**config.mk**
```make
export PLATFORM = sky130hd
export DESIGN_NAME = spi_accel_target
export DESIGN_NICKNAME = d
export VERILOG_FILES = /design/src/rtl/spi_accel_target_pkg.sv /design/src/rtl/spi_sync_edge.sv /design/src/rtl/spi_accel_target.sv
export SDC_FILE = /design/constraint.sdc
export NUM_CORES = 1
export LEC_CHECK = 0
export CAP_MARGIN = 10
export CORE_ASPECT_RATIO = 1.25
export CORE_MARGIN = 1.5
export CORE_UTILIZATION = 50
export DETAILED_ROUTE_END_ITERATION = 10
export PLACE_DENSITY = 0.7
export SLEW_MARGIN = 25
export SYNTH_ARGS = -nofsm -noshare
export SYNTH_HDL_FRONTEND = slang
export SYNTH_SLANG_ARGS = --single-unit
export TNS_END_PERCENT = 50
```
**constraint.sdc**
```tcl
create_clock -name clk_in -period 3.36 [get_ports clk_in]
set_input_delay 0.672 -clock clk_in [delete_from_list [all_inputs] [get_ports clk_in]]
set_output_delay 0.672 -clock clk_in [all_outputs]
set_load 0.01 [all_outputs]
```
**src/rtl/spi_accel_target_pkg.sv**
```systemverilog
// spi_accel_target_pkg: register map, command-byte fields, FSM states and register read mux
// shared by the SPI accelerometer target.
package spi_accel_target_pkg;
    localparam logic [5:0] ADDR_WHO_AM_I = 6'h0F;
    localparam logic [5:0] ADDR_TEMP_CFG = 6'h1F;
    localparam logic [5:0] ADDR_CTRL1    = 6'h20;
    localparam logic [5:0] ADDR_CTRL4    = 6'h23;
    localparam logic [5:0] ADDR_OUT_X_L  = 6'h28;
    localparam logic [5:0] ADDR_OUT_X_H  = 6'h29;
    localparam logic [5:0] ADDR_OUT_Y_L  = 6'h2A;
    localparam logic [5:0] ADDR_OUT_Y_H  = 6'h2B;
    localparam logic [5:0] ADDR_OUT_Z_L  = 6'h2C;
    localparam logic [5:0] ADDR_OUT_Z_H  = 6'h2D;
    localparam int RW_BIT = 7;
    localparam int MS_BIT = 6;

    typedef enum logic [1:0] {ST_IDLE, ST_CMD, ST_RD, ST_WR} state_t;

    // OUT_* live at 0x28..0x2D, so the low three address bits index the sample bytes directly.
    function automatic logic [7:0] read_reg(input logic [5:0] a, input logic [7:0] who, temp, c1, c4,
                                            input logic [5:0][7:0] outs);
        case (a)
            ADDR_WHO_AM_I: read_reg = who;
            ADDR_TEMP_CFG: read_reg = temp;
            ADDR_CTRL1:    read_reg = c1;
            ADDR_CTRL4:    read_reg = c4;
            ADDR_OUT_X_L, ADDR_OUT_X_H, ADDR_OUT_Y_L,
            ADDR_OUT_Y_H, ADDR_OUT_Z_L, ADDR_OUT_Z_H: read_reg = outs[a[2:0]];
            default:       read_reg = 8'h00;
        endcase
    endfunction
endpackage

```
**src/rtl/spi_sync_edge.sv**
```systemverilog
// spi_sync_edge: multi-flop synchroniser for an asynchronous pin with single-cycle rise/fall pulses.
module spi_sync_edge #(
    parameter int   STAGES  = 2,
    parameter logic RST_VAL = 1'b0
) (
    input  logic clk_in,
    input  logic rst,
    input  logic din,
    output logic rise,
    output logic fall
);
    logic [STAGES:0] q;

    always_ff @(posedge clk_in)
        if (rst) q <= {(STAGES + 1){RST_VAL}};
        else     q <= {q[STAGES-1:0], din};

    assign rise = q[STAGES-1] & ~q[STAGES];
    assign fall = ~q[STAGES-1] & q[STAGES];
endmodule

```
**src/rtl/spi_accel_target.sv**
```systemverilog
// spi_accel_target: SPI mode-3 target emulating a 3-axis accelerometer register file.
// Define SPI_TARGET_PATTERN_GEN_EN to replace acc_* with an incrementing OUT_X_L test pattern.
module spi_accel_target #(
    parameter logic [7:0] WHO_AM_I_VAL = 8'h33,
    parameter logic [7:0] CTRL1_RST    = 8'h07,
    parameter int         SYNC_STAGES  = 2
) (
    input  logic        clk_in,
    input  logic        rst,
    input  logic        spi_sclk,
    input  logic        spi_cs_n,
    input  logic        spi_mosi,
    output logic        spi_miso,
    output logic        spi_miso_oe,
    input  logic [15:0] acc_x,
    input  logic [15:0] acc_y,
    input  logic [15:0] acc_z,
    input  logic        acc_valid,
    output logic [7:0]  ctrl_reg1,
    output logic [7:0]  ctrl_reg4,
    output logic [7:0]  temp_cfg,
    output logic        xfer_done
);
    import spi_accel_target_pkg::*;

    logic sclk_rise, sclk_fall, cs_rise, cs_fall, mosi_s;
    logic [SYNC_STAGES-1:0] mosi_q;
    state_t state, state_nxt;
    logic [2:0] bit_cnt;
    logic [6:0] rx;
    logic [7:0] rx_byte, tx, rd_cmd, rd_step;
    logic [5:0] addr, addr_step;
    logic ms, byte_end, commit;
    logic [5:0][7:0] out_regs;

    spi_sync_edge #(.STAGES(SYNC_STAGES), .RST_VAL(1'b1)) u_sclk (
        .clk_in(clk_in), .rst(rst), .din(spi_sclk), .rise(sclk_rise), .fall(sclk_fall));

    // Reset low so a CS already asserted across reset release never yields a falling edge.
    spi_sync_edge #(.STAGES(SYNC_STAGES), .RST_VAL(1'b0)) u_cs (
        .clk_in(clk_in), .rst(rst), .din(spi_cs_n), .rise(cs_rise), .fall(cs_fall));

    always_ff @(posedge clk_in)
        if (rst) mosi_q <= '0;
        else     mosi_q <= {mosi_q[SYNC_STAGES-2:0], spi_mosi};

    assign mosi_s    = mosi_q[SYNC_STAGES-1];
    assign rx_byte   = {rx, mosi_s};
    assign byte_end  = sclk_rise && bit_cnt == 3'd7;
    assign addr_step = ms ? addr + 6'd1 : addr;
    assign commit    = cs_rise && state != ST_IDLE;
    assign rd_cmd    = read_reg(rx_byte[5:0], WHO_AM_I_VAL, temp_cfg, ctrl_reg1, ctrl_reg4, out_regs);
    assign rd_step   = read_reg(addr_step, WHO_AM_I_VAL, temp_cfg, ctrl_reg1, ctrl_reg4, out_regs);

    always_ff @(posedge clk_in)
        if (rst) state <= ST_IDLE;
        else     state <= state_nxt;

    always_comb begin
        state_nxt = state;
        if (cs_rise)
            state_nxt = ST_IDLE;
        else if (state == ST_IDLE && cs_fall)
            state_nxt = ST_CMD;
        else if (state == ST_CMD && byte_end)
            state_nxt = rx_byte[RW_BIT] ? ST_RD : ST_WR;
    end

    always_ff @(posedge clk_in) begin
        if (rst) begin
            bit_cnt     <= '0;
            rx          <= '0;
            tx          <= '0;
            addr        <= '0;
            ms          <= 1'b0;
            spi_miso    <= 1'b0;
            spi_miso_oe <= 1'b0;
            xfer_done   <= 1'b0;
            temp_cfg    <= '0;
            ctrl_reg1   <= CTRL1_RST;
            ctrl_reg4   <= '0;
        end else begin
            xfer_done <= commit;
            if (cs_rise || (state == ST_IDLE && cs_fall)) begin
                bit_cnt     <= '0;
                spi_miso    <= 1'b0;
                spi_miso_oe <= 1'b0;
            end else if (state != ST_IDLE) begin
                if (sclk_rise) begin
                    bit_cnt <= bit_cnt + 3'd1;
                    rx      <= rx_byte[6:0];
                end
                if (state == ST_CMD && byte_end) begin
                    addr <= rx_byte[5:0];
                    ms   <= rx_byte[MS_BIT];
                    if (rx_byte[RW_BIT]) begin
                        tx          <= rd_cmd;
                        spi_miso_oe <= 1'b1;
                    end
                end
                // Next byte is prefetched on the last rise so the following fall can drive its MSB.
                if (state == ST_RD && byte_end) begin
                    addr <= addr_step;
                    tx   <= rd_step;
                end
                if (state == ST_RD && sclk_fall) begin
                    spi_miso <= tx[7];
                    tx       <= {tx[6:0], 1'b0};
                end
                if (state == ST_WR && byte_end) begin
                    addr <= addr_step;
                    if (addr == ADDR_TEMP_CFG) temp_cfg  <= rx_byte;
                    if (addr == ADDR_CTRL1)    ctrl_reg1 <= rx_byte;
                    if (addr == ADDR_CTRL4)    ctrl_reg4 <= rx_byte;
                end
            end
        end
    end

`ifdef SPI_TARGET_PATTERN_GEN_EN
    logic rd_x_l, load_x_l;

    assign load_x_l = (state == ST_CMD && byte_end && rx_byte[RW_BIT] && rx_byte[5:0] == ADDR_OUT_X_L) ||
                      (state == ST_RD && byte_end && addr_step == ADDR_OUT_X_L);

    always_ff @(posedge clk_in)
        if (rst) begin
            out_regs <= {40'h0, 8'h9A};
            rd_x_l   <= 1'b0;
        end else begin
            if (commit && rd_x_l) out_regs[0] <= out_regs[0] + 8'h20;
            rd_x_l <= !commit && (rd_x_l || load_x_l);
        end
`else
    logic [5:0][7:0] pend;
    logic pend_valid;

    // Block-data-update: samples arriving mid-transaction are parked until CS releases.
    always_ff @(posedge clk_in)
        if (rst) begin
            out_regs   <= '0;
            pend       <= '0;
            pend_valid <= 1'b0;
        end else if (commit) begin
            if (acc_valid || pend_valid) out_regs <= acc_valid ? {acc_z, acc_y, acc_x} : pend;
            pend_valid <= 1'b0;
        end else if (acc_valid) begin
            if (state == ST_IDLE) out_regs <= {acc_z, acc_y, acc_x};
            else begin
                pend       <= {acc_z, acc_y, acc_x};
                pend_valid <= 1'b1;
            end
        end
`endif
endmodule

```
==> out/metrics.yaml, run 1 <==
ys_warn_count: 0
fp-row-count: 51
fin_crit_sh_pct: 80.4
grt_pass1_wl_um: 34600
cts_hold_buffers: 0
cts_tree: "done"
cts.repair.resized: 0
htree_levels: 4
p_sw_mw: 0.988
finalNetCount: 1054
grt_antenna_before_repair: 0
synth_edf_count: 0
routed_via_density: 5.77
gr-total-overflow: 0
syn_nets: 1007
finalSetupTns_ps: 0
status: "finished clean"
p_per_area_mw_per_mm2: 444
fillers: 1444
ir_drop_v: 0.000330
synth_top_area_cell: "dfxtp_1"
cts_buffer_depth: 2
critPathKind: "reg2reg"
first_pass_iters: 5
syn_area_mm2: 0.00808
final_cell_mix: "dfxtp_1 (159), nand2_1 (138), nor2_1 (111), mux2i_1 (99), clkdlybuf4s50_1 (79)"
period_needed_ps: 2700
insertion_delay_ps: 430
cts.sinks: 159
synth_cell_types: 75
n_antenna_cell: 0
hpwl_um: 15000
finalWirelength_um: 21400
crit_required_ps: 3680
die-area_mm2: 0.0169
synth_async_sr_flop_share_pct: 0
ctsRootBufferMaster: "clkbuf_16"
gp_congestion: 0.947
grt_usage_pct: 26.0
tightest_slew_ps: 734
maxCapViolCount: 0
ys_seq_area_share_pct: 39.4
final_area_mm2: 0.00965
synth_ff_type: "dfxtp_1"
final_hold_viol_count: 0
antenna_left: 0
worst-path-max-fanout: 14
finClkSkew_ps: 7.01
synth-seq-cells: 159
drc_errors: 0
mostFrequentLayoutCell: "dfxtp_1"
io_pins: 81
via_count: 7044
cellLeakagePower_nw: 3.24
pwr-share-seq_pct: 46.5
netlist_instances: 949
initial_core_util_pct: 51.5
place_area_mm2: 0.00904
finalSetupViolations: 0
switching_share_pct: 23.1
p_int_mw: 3.30
power.share.clock_pct: 46.7
fmax_ghz: 0.370
whs_ps: 415
numPortBuffers: 80
max_slew_margin_pct: 51.0
drive_above_1_share_pct: 8.82
drtIter0Drc: 606
cts_setup_buffers: 0
worst_slack_ps: 658
rsz0062_at_grt: "no"
hp-class: "reg2reg"
dieWidth_um: 117
hp-start: "u_sclk.q[0]$_SDFF_PP1_"
multiInputGateArea_mm2: 0.00450
grt_pass1_vias: 6603
wl_per_cell_um: 17.5
p_comb_share_pct: 6.8
synth_top_area_share_pct: 39.4
cts_made_buffers: 17
area_growth_pct: 19.5
start_kind: "flip-flop"
crit_path_start: "addr[0]$_SDFFE_PP0P_"
synth_area_leaders: "dfxtp_1 (39%), mux2i_1 (12%), nand2_1 (6.4%)"
post-place-ws_ps: 700
clk_pin_slew_ps: 60
report.final.slew_viol_count: 0
syn_area_per_cell_um2: 8.51
die_y_um: 145
arrival_ps: 3020
end_kind: "flip-flop"
core_mm2: 0.0157
seqCellArea_mm2: 0.00318
grt_max_degree: 110
r2r-start: "addr[0]$_SDFFE_PP0P_"
[stage by stage]
stage	total power [mW]	std cells	util [%]
floorplan	2.18	949	-
finish	4.29	1221	61.5
global placement	2.32	1189	57.6
CTS	4.32	1221	61.5
detailed placement	2.33	1189	57.6
global route	4.45	1221	61.5
[flip-flops by register name (all words and copies together), names as in the netlist]
name and cells:
out_regs 48, pend 48, ctrl_reg1 8, ctrl_reg4 8, temp_cfg 8, tx 8
rx 7, addr 6, bit_cnt 3, u_cs.q 3, u_sclk.q 3, mosi_q 2
state 2, ms 1, pend_valid 1, spi_miso 1, spi_miso_oe 1, xfer_done 1
[logic make-up (layout without fill, tap and decap cells)]
family                   after synthesis  after routing  share of synthesized area [%]
buffers and inverters                 89            149                           5.03
adder cells (fa/ha/maj)                4              4                          0.620
AO/OA/AOI/OAI                        241            241                           20.5
XOR/XNOR                               7              7                          0.852
flip-flops                           159            159                           39.4
multiplexers                         108            108                           14.2
AND/OR/NAND/NOR                      341            341                           19.3
[path summary, 6_finish.rpt]
kind,endpoint,depth (start not counted),slack (ps)
setup / recovery,tx[2]$_SDFFE_PP0P_,7,660
hold / removal,u_sclk.q[1]$_SDFF_PP1_,1,410
setup reg to reg,tx[2]$_SDFFE_PP0P_,7,660
hold reg to reg,u_sclk.q[1]$_SDFF_PP1_,1,410
[layer usage]
layer	global-route usage [%]	routed length [µm]	vias to the layer above
met5	0	0	-
met2	40.5	10000	239
met3	4.93	1110	62
met4	12.7	884	0
li1	-	-	3502
met1	34.3	9380	3241
[layout make-up]
cell class	instances	share of cell area (%)
inverters	13	0.505
clock buffers	20	4.73
flip-flops and latches	159	33.0
multi-input cells	701	46.6
well taps	212	2.75
repair buffers	104	10.8
clock inverters	12	1.63
[cells in the mapped netlist (3+ instances only)]
library cell / number
buf_4: 8
o22ai_1: 8
and2_1: 5
ha_1: 4
inv_1: 12
or2_2: 3
dfxtp_1: 159
or3b_2: 3
nand4b_1: 3
a21oi_1: 78
and3_1: 5
and3b_1: 8
a32oi_1: 3
a211oi_1: 57
a221o_1: 5
nand2_1: 138
mux2i_1: 99
nand4_1: 3
o221ai_1: 3
nand2b_1: 8
nor2b_1: 15
buf_2: 15
buf_6: 3
a221oi_1: 6
a22oi_1: 10
nor2_1: 113
clkbuf_1: 42
a31oi_1: 5
mux4_2: 5
mux2_2: 4
nor3_1: 4
xnor2_1: 4
o31a_1: 6
o211ai_1: 9
a22o_1: 7
a31o_2: 6
buf_1: 7
nand3_1: 14
o21ai_0: 15
[power groups by stage]
stage	clock network, mW	logic [mW]	registers (mW)
floorplan	0	0.172	2.01
global route	2.13	0.320	2.00
global placement	0	0.289	2.03
detailed placement	0	0.290	2.04
CTS	2.03	0.292	1.99
finish	2.00	0.290	1.99
[worst max-delay path, cell delays in order (launching register included)]
cell      delay (ps)
dfxtp_1          340
inv_2            100
ha_1             500
and3b_1          310
or2_0            390
a222oi_1         470
a211oi_1         170
o31a_1           310
(Power assumes the default switching activity.)
==> run 2: changes to the inputs <==
Settings changed: PLACE_DENSITY 0.7 to 0.73.
Clock period 3.36 ns to 2.2 ns, I/O delays scaled along.
==> out/metrics.yaml, run 2 (synthesis results as in run 1) <==
gr-total-overflow: 0
place_area_mm2: 0.00952
crit_path_start: "addr[0]$_SDFFE_PP0P_"
tightest_slew_ps: 768
final_hold_viol_count: 0
r2r-start: "addr[0]$_SDFFE_PP0P_"
maxCapViolCount: 0
slowest_delay_ps: 430
numPortBuffers: 80
gp_congestion: 0.937
cellLeakagePower_nw: 3.62
cts_tree: "done"
finClkSkew_ps: 11.2
place_inst: 1252
crit-reg2reg-capture: "tx[3]$_SDFFE_PP0P_"
min_path_cells: 3
status: "finished clean"
arrival_ps: 2480
area_growth_pct: 27.7
fmax_ghz: 0.465
grt_pass1_vias: 7058
hp-class: "in2reg"
drtIter0Drc: 568
grt_usage_pct: 27.3
reg_top3: "out_regs x48, pend x48"
htree_levels: 4
via_count: 7455
antenna_left: 0
instances_no_fill: 1290
mostFrequentLayoutCell: "dfxtp_1"
final_cell_mix: "dfxtp_1 (153), nand2_1 (136), nor2_1 (111), mux2i_1 (99), buf_4 (86)"
hpwl_um: 16100
ctsRootBufferMaster: "clkbuf_16"
core_mm2: 0.0157
crit_required_ps: 2530
routed_via_density: 5.78
n_antenna_cell: 0
wl_per_cell_um: 17.3
critPathKind: "reg2reg"
clk_pin_slew_ps: 60
final_area_mm2: 0.0103
dieWidth_um: 117
insertion_delay_ps: 440
finalWirelength_um: 22400
max_slew_margin_pct: 48.8
min_to: "ctrl_reg1[2]$_SDFFE_PP1P_"
rsz0062_at_grt: "yes"
r2r_setup_slack_ps: 50
report.final.slew_viol_count: 0
end_kind: "flip-flop"
die_y_um: 145
fin_crit_sh_pct: 97.8
drive_above_1_share_pct: 16.6
rr_worst_depth: 8
fp-row-count: 51
p_per_area_mw_per_mm2: 653
crit_path_cell_trace: "inv_2, ha_4, buf_6, and3b_2, or2_4, a222oi_1, a211oi_2, o31a_1"
grt_antenna_before_repair: 0
fillers: 1318
ir_drop_v: 0.000502
initial_core_util_pct: 51.5
worst-path-max-fanout: 5
drc_errors: 0
io_pins: 81
first_pass_iters: 7
period_needed_ps: 2150
slowest_stage: "a222oi_1"
power_mw: 6.74
finalSetupViolations: 0
hp-start: "rst"
cts.sinks: 159
start_kind: "flip-flop"
grt_max_degree: 76
finalNetCount: 1123
cts_buffer_depth: 2
grt_pass1_wl_um: 36400
die-area_mm2: 0.0169
cts_made_buffers: 17
run 2: worst max path at each step:
stage | endpoint | slack (ps) | depth (start not counted)
after floorplan | tx[4]$_SDFFE_PP0P_ | -3 | 10
after global placement | tx[2]$_SDFFE_PP0P_ | 50 | 9
after detailed placement | tx[3]$_SDFFE_PP0P_ | -2 | 9
after CTS | tx[0]$_SDFFE_PP0P_ | 10 | 8
after global routing | tx[7]$_SDFFE_PP0P_ | -70 | 10
final | tx[3]$_SDFFE_PP0P_ | 50 | 8
run 2: cell type report:
cell class	count	area, µm²	share of cell area, %
multi-input cells	701	4600	44.6
flip-flops and latches	159	3190	30.9
repair buffers	173	1570	15.2
clock buffers	23	458	4.44
well taps	212	265	2.57
clock inverters	9	181	1.76
inverters	13	51.3	0.497
run 2: metrics by stage:
step	worst slack, ps	setup TNS [ps]	hold WS, ps	utilization, %
after floorplan	-3.06	-3.06	389	-
after global placement	49.9	0	395	60.6
after detailed placement	-1.53	-1.53	402	60.6
after CTS	10.5	0	393	64.9
after global routing	-72.1	-175	421	65.7
final	47.3	0	405	65.7
run 2: repair_timing:
action,in CTS,in global routing
resized for setup,6,29
setup endpoints to repair,5,24
setup buffers,2,4
hold buffers,0,0
pin swaps,2,20
run 2: worst max-delay path, delay by kind of cell (launching register included):
family / cells / cell delay [ps]
simple gates: 2 / 450
buf+inv: 2 / 180
fa+ha+maj: 1 / 250
flops: 1 / 350
compound gates: 3 / 810
run 2: power breakdown:
part           leakage, nW  switching [mW]  internal, mW
registers             1.30          0.0796          2.96
logic                 2.01           0.225         0.228
clock network        0.310            1.19          2.05
run 2: routing by layer:
layer  global-route usage, %  part of all wire [%]  up-vias
met2                    45.4                    49      221
li1                        -                     -     3647
met1                    34.9                    43     3531
met5                       0                     0        -
met4                    12.0                   3.4        0
met3                    3.93                   4.2       56
